[src/rtl/pe_pkg.sv]
// pe_pkg: shared PE register-file select encodings and sequencer state type
package pe_pkg;
  localparam int RF_INST_W = 4;
  localparam int R0_SEL = 3;
  localparam int R1_SEL = 2;
  localparam int R2_SEL = 1;
  localparam int R3_SEL = 0;
  localparam logic [RF_INST_W-1:0] RF_SHIFT_ALL = 4'b0000;
  localparam logic [RF_INST_W-1:0] RF_LOAD_ALL = 4'b1111;
  typedef enum logic {IDLE, RUN} state_t;
endpackage

[src/rtl/rf_inst_sequencer_table.sv]
// rf_seq_table: programmable pattern/repeat table with one write and one asynchronous read port
module rf_seq_table import pe_pkg::*; #(
  parameter int DEPTH = 8,
  parameter int AW = $clog2(DEPTH),
  parameter int CNT_W = 4
) (
  input  logic                 clk,
  input  logic                 we_i,
  input  logic [AW-1:0]        waddr_i,
  input  logic [RF_INST_W-1:0] wsel_i,
  input  logic [CNT_W-1:0]     wrep_i,
  input  logic [AW-1:0]        raddr_i,
  output logic [RF_INST_W-1:0] rsel_o,
  output logic [CNT_W-1:0]     rrep_o
);
  logic [RF_INST_W-1:0] sel_q [DEPTH];
  logic [CNT_W-1:0] rep_q [DEPTH];
  always_ff @(posedge clk) begin
    if (we_i) begin
      sel_q[waddr_i] <= wsel_i;
      rep_q[waddr_i] <= wrep_i;
    end
  end
  assign rsel_o = sel_q[raddr_i];
  assign rrep_o = rep_q[raddr_i];
endmodule

[src/rtl/rf_inst_sequencer.sv]
// rf_inst_sequencer: plays table entries as per-cycle register-file select words
module rf_inst_sequencer import pe_pkg::*; #(
  parameter int DEPTH = 8,
  parameter int AW = $clog2(DEPTH),
  parameter int CNT_W = 4,
  parameter logic [RF_INST_W-1:0] IDLE_INST = RF_SHIFT_ALL
) (
  input  logic                 clk,
  input  logic                 rst,
  input  logic                 cfg_we,
  input  logic [AW-1:0]        cfg_addr,
  input  logic [RF_INST_W-1:0] cfg_sel,
  input  logic [CNT_W-1:0]     cfg_rep,
  output logic                 cfg_err,
  input  logic                 start,
  input  logic [AW:0]          len,
  input  logic                 abort,
  output logic [RF_INST_W-1:0] reg_file_inst,
  output logic                 busy,
  output logic                 done,
  output logic [AW-1:0]        step_idx
);
  localparam logic [AW:0] DEPTH_W = (AW+1)'(DEPTH);
  state_t state_q, state_d;
  logic [AW-1:0] ptr_q, ptr_d, raddr;
  logic [CNT_W-1:0] rep_q, rep_d, rd_rep;
  logic [AW:0] len_q, len_d, len_cl;
  logic [RF_INST_W-1:0] inst_q, inst_d, rd_sel;
  logic done_q, done_d, err_q, err_d;
  assign len_cl = len > DEPTH_W ? DEPTH_W : len;
  // In IDLE the read port points at entry 0 so the start edge loads it directly
  assign raddr = state_q == RUN ? ptr_q + AW'(1) : '0;
  rf_seq_table #(.DEPTH(DEPTH), .AW(AW), .CNT_W(CNT_W)) u_table (
    .clk(clk),
    .we_i(cfg_we && state_q == IDLE),
    .waddr_i(cfg_addr),
    .wsel_i(cfg_sel),
    .wrep_i(cfg_rep),
    .raddr_i(raddr),
    .rsel_o(rd_sel),
    .rrep_o(rd_rep)
  );
  always_comb begin
    state_d = state_q;
    ptr_d = ptr_q;
    rep_d = rep_q;
    len_d = len_q;
    inst_d = inst_q;
    done_d = 1'b0;
    err_d = cfg_we && state_q == RUN;
    if (state_q == IDLE) begin
      if (start && len_cl != '0) begin
        state_d = RUN;
        ptr_d = '0;
        len_d = len_cl;
        rep_d = rd_rep;
        inst_d = rd_sel;
      end else done_d = start;
    end else if (abort || (rep_q == '0 && {1'b0, ptr_q} == len_q - (AW+1)'(1))) begin
      state_d = IDLE;
      ptr_d = '0;
      rep_d = '0;
      len_d = '0;
      inst_d = IDLE_INST;
      done_d = 1'b1;
    end else if (rep_q != '0) rep_d = rep_q - CNT_W'(1);
    else begin
      ptr_d = raddr;
      rep_d = rd_rep;
      inst_d = rd_sel;
    end
  end
  always_ff @(posedge clk) begin
    if (rst) begin
      state_q <= IDLE;
      ptr_q <= '0;
      rep_q <= '0;
      len_q <= '0;
      inst_q <= IDLE_INST;
      done_q <= 1'b0;
      err_q <= 1'b0;
    end else begin
      state_q <= state_d;
      ptr_q <= ptr_d;
      rep_q <= rep_d;
      len_q <= len_d;
      inst_q <= inst_d;
      done_q <= done_d;
      err_q <= err_d;
    end
  end
  assign busy = state_q == RUN;
  assign step_idx = busy ? ptr_q : '0;
  assign reg_file_inst = inst_q;
  assign done = done_q;
  assign cfg_err = err_q;
endmodule

[config.mk]
export PLATFORM = sky130hd
export DESIGN_NAME = rf_inst_sequencer
export DESIGN_NICKNAME = d
export VERILOG_FILES = /design/src/rtl/pe_pkg.sv /design/src/rtl/rf_inst_sequencer_table.sv /design/src/rtl/rf_inst_sequencer.sv
export SDC_FILE = /design/constraint.sdc
export NUM_CORES = 1
export LEC_CHECK = 0
export CELL_PAD_IN_SITES_DETAIL_PLACEMENT = 0
export CELL_PAD_IN_SITES_GLOBAL_PLACEMENT = 1
export CORE_ASPECT_RATIO = 0.6
export CORE_MARGIN = 2
export CORE_UTILIZATION = 45
export CTS_BUF_LIST = sky130_fd_sc_hd__clkbuf_2
export DETAILED_ROUTE_END_ITERATION = 6
export GPL_ROUTABILITY_DRIVEN = 0
export PLACE_DENSITY = 0.75
export SYNTH_ARGS = -nofsm -noshare
export SYNTH_HDL_FRONTEND = slang
export SYNTH_SLANG_ARGS = --single-unit
export TNS_END_PERCENT = 1
[constraint.sdc]
create_clock -name clk -period 3.45 [get_ports clk]
set_input_delay 0.5175 -clock clk [delete_from_list [all_inputs] [get_ports clk]]
set_output_delay 0.5175 -clock clk [all_outputs]
set_load 0.01 [all_outputs]
==> run metrics <==
Max-slew headroom 0.428; fmax about 350 MHz; power per cell area 427 mW/mm^2; port bufs 29; CP max FO 22; WL/cell between 20 and 25 um; GR Overflow Total 0; Area Growth Syn to Fin 16.1%; worst setup margin 0.617 ns; RSZ-0062 raised after global routing no; cells taking the most area after synthesis edfxtp_1, dfxtp_1, mux4_2, a32o_1, o21ai_0; Total GRT Usage 0.217; clk_lat worst skew 0.54 ns; die height 72.9 um; CTS H-Tree Depth 3; Ant. Diodes 0; leak pwr 1.34 nW; die area a little under 0.009 sq mm; Synth cell types 57; crit path capture type output pin; drt pass-1 iters 5; worst vdd ir about 0.22 mV; Synth async-reset ratio 0; final-stage net count 330; clock root buffer clkbuf_2; clock share of power 0.235; vias per cell 5.78; largest net degree at the start of global routing 23; Post-synth EDFFs 64; vias in the first global route 2,252; worst slack, placed 0.601 ns; # Post-CTS Setup Buffers 0; CTS Buf Count 9; Worst Path Required slightly below 3 ns; register bit total from synthesis 82; Synthesis Warnings 0; Antenna Violating Nets Remaining 0; syn nets 287; footprint of the multi-input gates approximately 0.0012 sq mm; critical path class reg -> out; area fraction of the dominant cell type after synthesis 0.539; cell-internal power 0.00129 W; final wirelength 8690 um; post-DP HPWL 5880 um; Worst-path clk slew 0.20 ns; Starting Density 0.458; share of power burned in registers 0.631; CTS Hold Bufs 0; die width 119 um; first-pass GRT wire length between 10,000 and 15,000 um; part of the Yosys area used for sequential elements 0.640; Storage cell area 0.00228 sq mm; critical path startpoint category flop; clock tree from TritonCTS done; Logic pwr share 0.134; CTS resizes 0; Longest Clk Path Bufs 2; share of layout cells above drive strength 1 0.151; fill count 673; Mapped Avg Cell Area 13.5 sq um; core area 0.00779 sq mm; Worst Hold Class reg -> reg; Max Transition Viols Final 0; FP Rows 25; Final setup viols 0; Top Ports 30; crit path time final 2.83 ns; max-cap viol count 0; setup TNS 0 ns; Hold WS 0.501 ns; Fin. Hold Viols 0; initial antenna violation count 0; Worst-Margin Slew roughly 0.85 ns; Setup Skew 0.0172 ns; Net Sw Frac 0.268; Tcrit/Tclk final 0.821; via count 2,422; # clock sinks 82; initial DRC count 277; largest area contributor in the synthesized netlist edfxtp_1; top_reg_cell synth edfxtp_1; Cells after Synth 263; status finished clean; Post-route DRC 0; CP arrival 2.32 ns; Switch Pwr 0.000474 W; cell area after synthesis roughly 0.0036 sq mm
==> Yosys cell counts (all sizes together), types with 4 or more instances <==
library cell and count:
a211oi 6, mux4 4, a21oi 6, dfxtp 18, o21ai 14, a221oi 4
nand2 9, nor2 15, clkbuf 8, and2 6, a32o 7, inv 8
o211ai 4, edfxtp 64, and3 4, o22a 4, o22ai 7, nand2b 6
o221ai 6, nor3 8, ha 4
==> path summary, 6_finish.rpt <==
| path | from | endpoint | slack [ns] | cells past startpoint |
|---|---|---|---|---|
| hold reg to reg | reg_file_inst[3] | reg_file_inst[3] | 0.50 | 1 |
| setup reg to reg | ptr_q[0] | ptr_q[2] | 0.85 | 6 |
| hold / removal | reg_file_inst[3] | reg_file_inst[3] | 0.50 | 1 |
| setup / recovery | busy | step_idx[1] | 0.62 | 3 |
==> layer usage <==
metal / share of wire / wire [um] / up-vias / global-route usage
met1: 0.54 / 4700 / 1176 / 0.355
met3: 0.070 / 608 / 14 / 0.0625
met2: 0.38 / 3280 / 91 / 0.267
li1: - / - / 1141 / -
met4: 0.012 / 107 / 0 / 0.0675
met5: 0 / 0 / - / 0
==> cell usage in the layout (no fill, tap or decap), types with 2 or more instances in the layout <==
cell type        instances
a211oi_1                 6
a21oi_1                  6
a221oi_1                 4
a22o_1                   2
a31o_2                   2
a31oi_1                  3
a32o_1                   7
and2_1                   5
and3_1                   4
buf_4                   14
clkbuf_2                12
clkdlybuf4s50_1         29
clkinv_1                 4
dfxtp_1                 18
edfxtp_1                64
ha_1                     4
inv_1                    8
mux2_2                   3
mux2i_1                  3
mux4_2                   4
nand2_1                  9
nand2b_1                 6
nand3_1                  3
nor2_1                  15
nor2b_1                  2
nor3_1                   8
nor4_2                   2
o211ai_1                 4
o21ai_0                 13
o221ai_1                 6
o22a_1                   4
o22ai_1                  7
o31ai_1                  2
xnor2_1                  3
xor2_1                   2
==> power groups by stage <==
stage | Sequential, W | Combinational [W] | Clock, W
4_1_cts | 0.00111 | 0.000235 | 0.000426
3_3_place_gp | 0.00114 | 0.000232 | 0
2_1_floorplan | 0.00113 | 0.000136 | 0
5_1_grt | 0.00112 | 0.000260 | 0.000472
6_report | 0.00111 | 0.000237 | 0.000415
3_5_place_dp | 0.00114 | 0.000234 | 0
==> layout make-up <==
class	count	area share
Clock buffer	12	0.0145
Timing Repair Buffer	43	0.0956
Tap cell	108	0.0327
Sequential cell	82	0.552
Clock inverter	4	0.00454
Inverter	9	0.00816
Multi-Input combinational cell	161	0.293
==> stage by stage <==
| step | area [sq um] | instances | power [W] | util |
|---|---|---|---|---|
| floorplan | 3560 | 263 | 0.00126 | - |
| global placement | 4060 | 403 | 0.00137 | 0.521 |
| detailed placement | 4060 | 403 | 0.00137 | 0.521 |
| CTS | 4140 | 419 | 0.00178 | 0.531 |
| global route | 4140 | 419 | 0.00185 | 0.531 |
| finish | 4140 | 419 | 0.00177 | 0.531 |
==> kinds of logic after synthesis <==
| family | after synthesis | synth area share |
|---|---|---|
| buffers and inverters | 20 | 0.0228 |
| adder cells (fa/ha/maj) | 4 | 0.0140 |
| XOR/XNOR | 5 | 0.0123 |
| multiplexers | 10 | 0.0432 |
| flip-flops | 82 | 0.640 |
| AND/OR/NAND/NOR | 68 | 0.107 |
| AO/OA/AOI/OAI | 74 | 0.160 |
==> sequential cells by signal, indices dropped and copies added, names as in the netlist <==
signal         count
cfg_err            1
busy               1
rep_q              4
u_table.rep_q     32
u_table.sel_q     32
len_q              4
done               1
ptr_q              3
reg_file_inst      4
==> critical path, cell delays in order, from the launching register on <==
cell             delay, ns
dfxtp_1               0.69
buf_4                 0.36
and2_1                0.18
clkdlybuf4s50_1       0.54
Power figures use the tool's default switching activity.
==> RTL change (config.mk and constraints unchanged) <==
Register the output `reg_file_inst` once more, without a reset; this adds one clock of latency there. The other outputs are not delayed to match.
--- a/src/rtl/rf_inst_sequencer.sv
+++ b/src/rtl/rf_inst_sequencer.sv
@@ -91,7 +91,9 @@
   end
   assign busy = state_q == RUN;
   assign step_idx = busy ? ptr_q : '0;
-  assign reg_file_inst = inst_q;
+  always_ff @(posedge clk) begin
+    reg_file_inst <= inst_q;
+  end
   assign done = done_q;
   assign cfg_err = err_q;
 endmodule
Check against the original RTL: not equivalent (Yosys sat finds a counterexample within 4 cycles, from zero or initial values and one cycle with rst high).
==> RTL change against the original RTL <==
Sequential share of layout area rose by 0.44 points; design area grew 2.7%; critical path depth grew 1; clock power grew 52%; worst setup slack worse by 0.11 ns; synthesized area up 2.5%; non-clock buffer count fell by 5; wire length down 8.2%; count of clock-buffer cells in the layout decreased by 3; power increased by 15%; sequential cell count grew 4; first-iteration DRC count is 20% lower; critical endpoint is now step_idx[0].
==> RTL change: results (changes against the original RTL) <==
| Metric | Value |
|---|---|
| Status | `finished, final reports clean` |
| NonClk Buf Share | `0.08422 (-0.01134)` |
| Critical path arrival | `2.42 ns (+0.10 ns)` |
| Global routing usage on met2 | `0.2443 (-0.02260)` |
| Register Area | `0.002362 sq mm (+3.5%)` |
| DRT iter0 DRCs | `222 (-20%)` |
| Layout Nets | `319 (-3.3%)` |
| Hold path cells | `0 (-1)` |
| Post-Synth XOR/XNOR Area | `0.009589 (-0.002700)` |
| DRT Wirelength | `7976 microns (-8.2%)` |
| Max IR drop VDD | `304.3 uV (+37%)` |
| Leak pwr | `1.407 nW (+5.0%)` |
| Cells after Synth | `255 (-3.0%)` |
| R2R depth | `5 (-1)` |
| Post-synthesis mux area share | `0.07432 (+0.03113)` |
| P_int | `0.001556 W (+20%)` |
| Worst Setup EP | `step_idx[0]` |
| FILL cells | `679 (+0.89%)` |
| Sequential fraction of the synthesis area | `0.6466 (+0.006126)` |
| Synth Net Count | `279 (-2.8%)` |
| GR Util met1 | `0.3313 (-0.02402)` |
| Largest net degree at the start of global routing | `19 (-17%)` |
| R2r startpoint | `busy$_SDFF_PP0_` |
| Worst Skew | `0.01785 ns (+0.0006732 ns)` |
| Area of the multi-input gates | `0.001202 sq mm (-0.83%)` |
| Comb_multi_in | `151 (-6.2%)` |
| Post-synthesis compound-gate area fraction | `0.1353 (-0.02519)` |
| FF-to-FF End | `inst_q[3]$_SDFFE_PP0P_` |
| Pre-antenna DRT Iters | `4 (-1)` |
| Max incr delay on CP | `0.79 ns (+0.10 ns)` |
| Post-synth top cells | `edfxtp_1, dfxtp_1, a21oi_1, nor2_1, nand2_1` |
| Hold Path Sink | `reg_file_inst[0]$_DFF_P_` |
| Slew of the pin with the lowest slew margin | `0.9795 ns (+0.1274 ns)` |
[RTL change: through the flow]
step           hold WS [ns]  power, W  setup slack [ns]    util
5_1_grt              0.3787  0.002124            0.2916  0.5390
4_1_cts              0.3730  0.002048            0.4915  0.5390
3_5_place_dp         0.3493  0.001426            0.9791  0.5190
2_1_floorplan        0.3311  0.001331             1.377       -
6_report             0.3723  0.002036            0.5097  0.5390
3_3_place_gp         0.3452  0.001425            0.9536  0.5190
[RTL change: layer usage]
metal / up-vias / share of wire
li1: 1086 / -
met1: 1093 / 0.53
met2: 95 / 0.37
met3: 8 / 0.090
met4: 0 / 0.0098
met5: - / 0
[RTL change: power groups by stage]
stage / combinational, W / sequential, W / clock (W)
final: 0.000236 / 0.00117 / 0.000630
after global routing: 0.000258 / 0.00117 / 0.000692
after CTS: 0.000236 / 0.00117 / 0.000643
after detailed placement: 0.000235 / 0.00119 / 0
after global placement: 0.000234 / 0.00119 / 0
after floorplan: 0.000147 / 0.00118 / 0
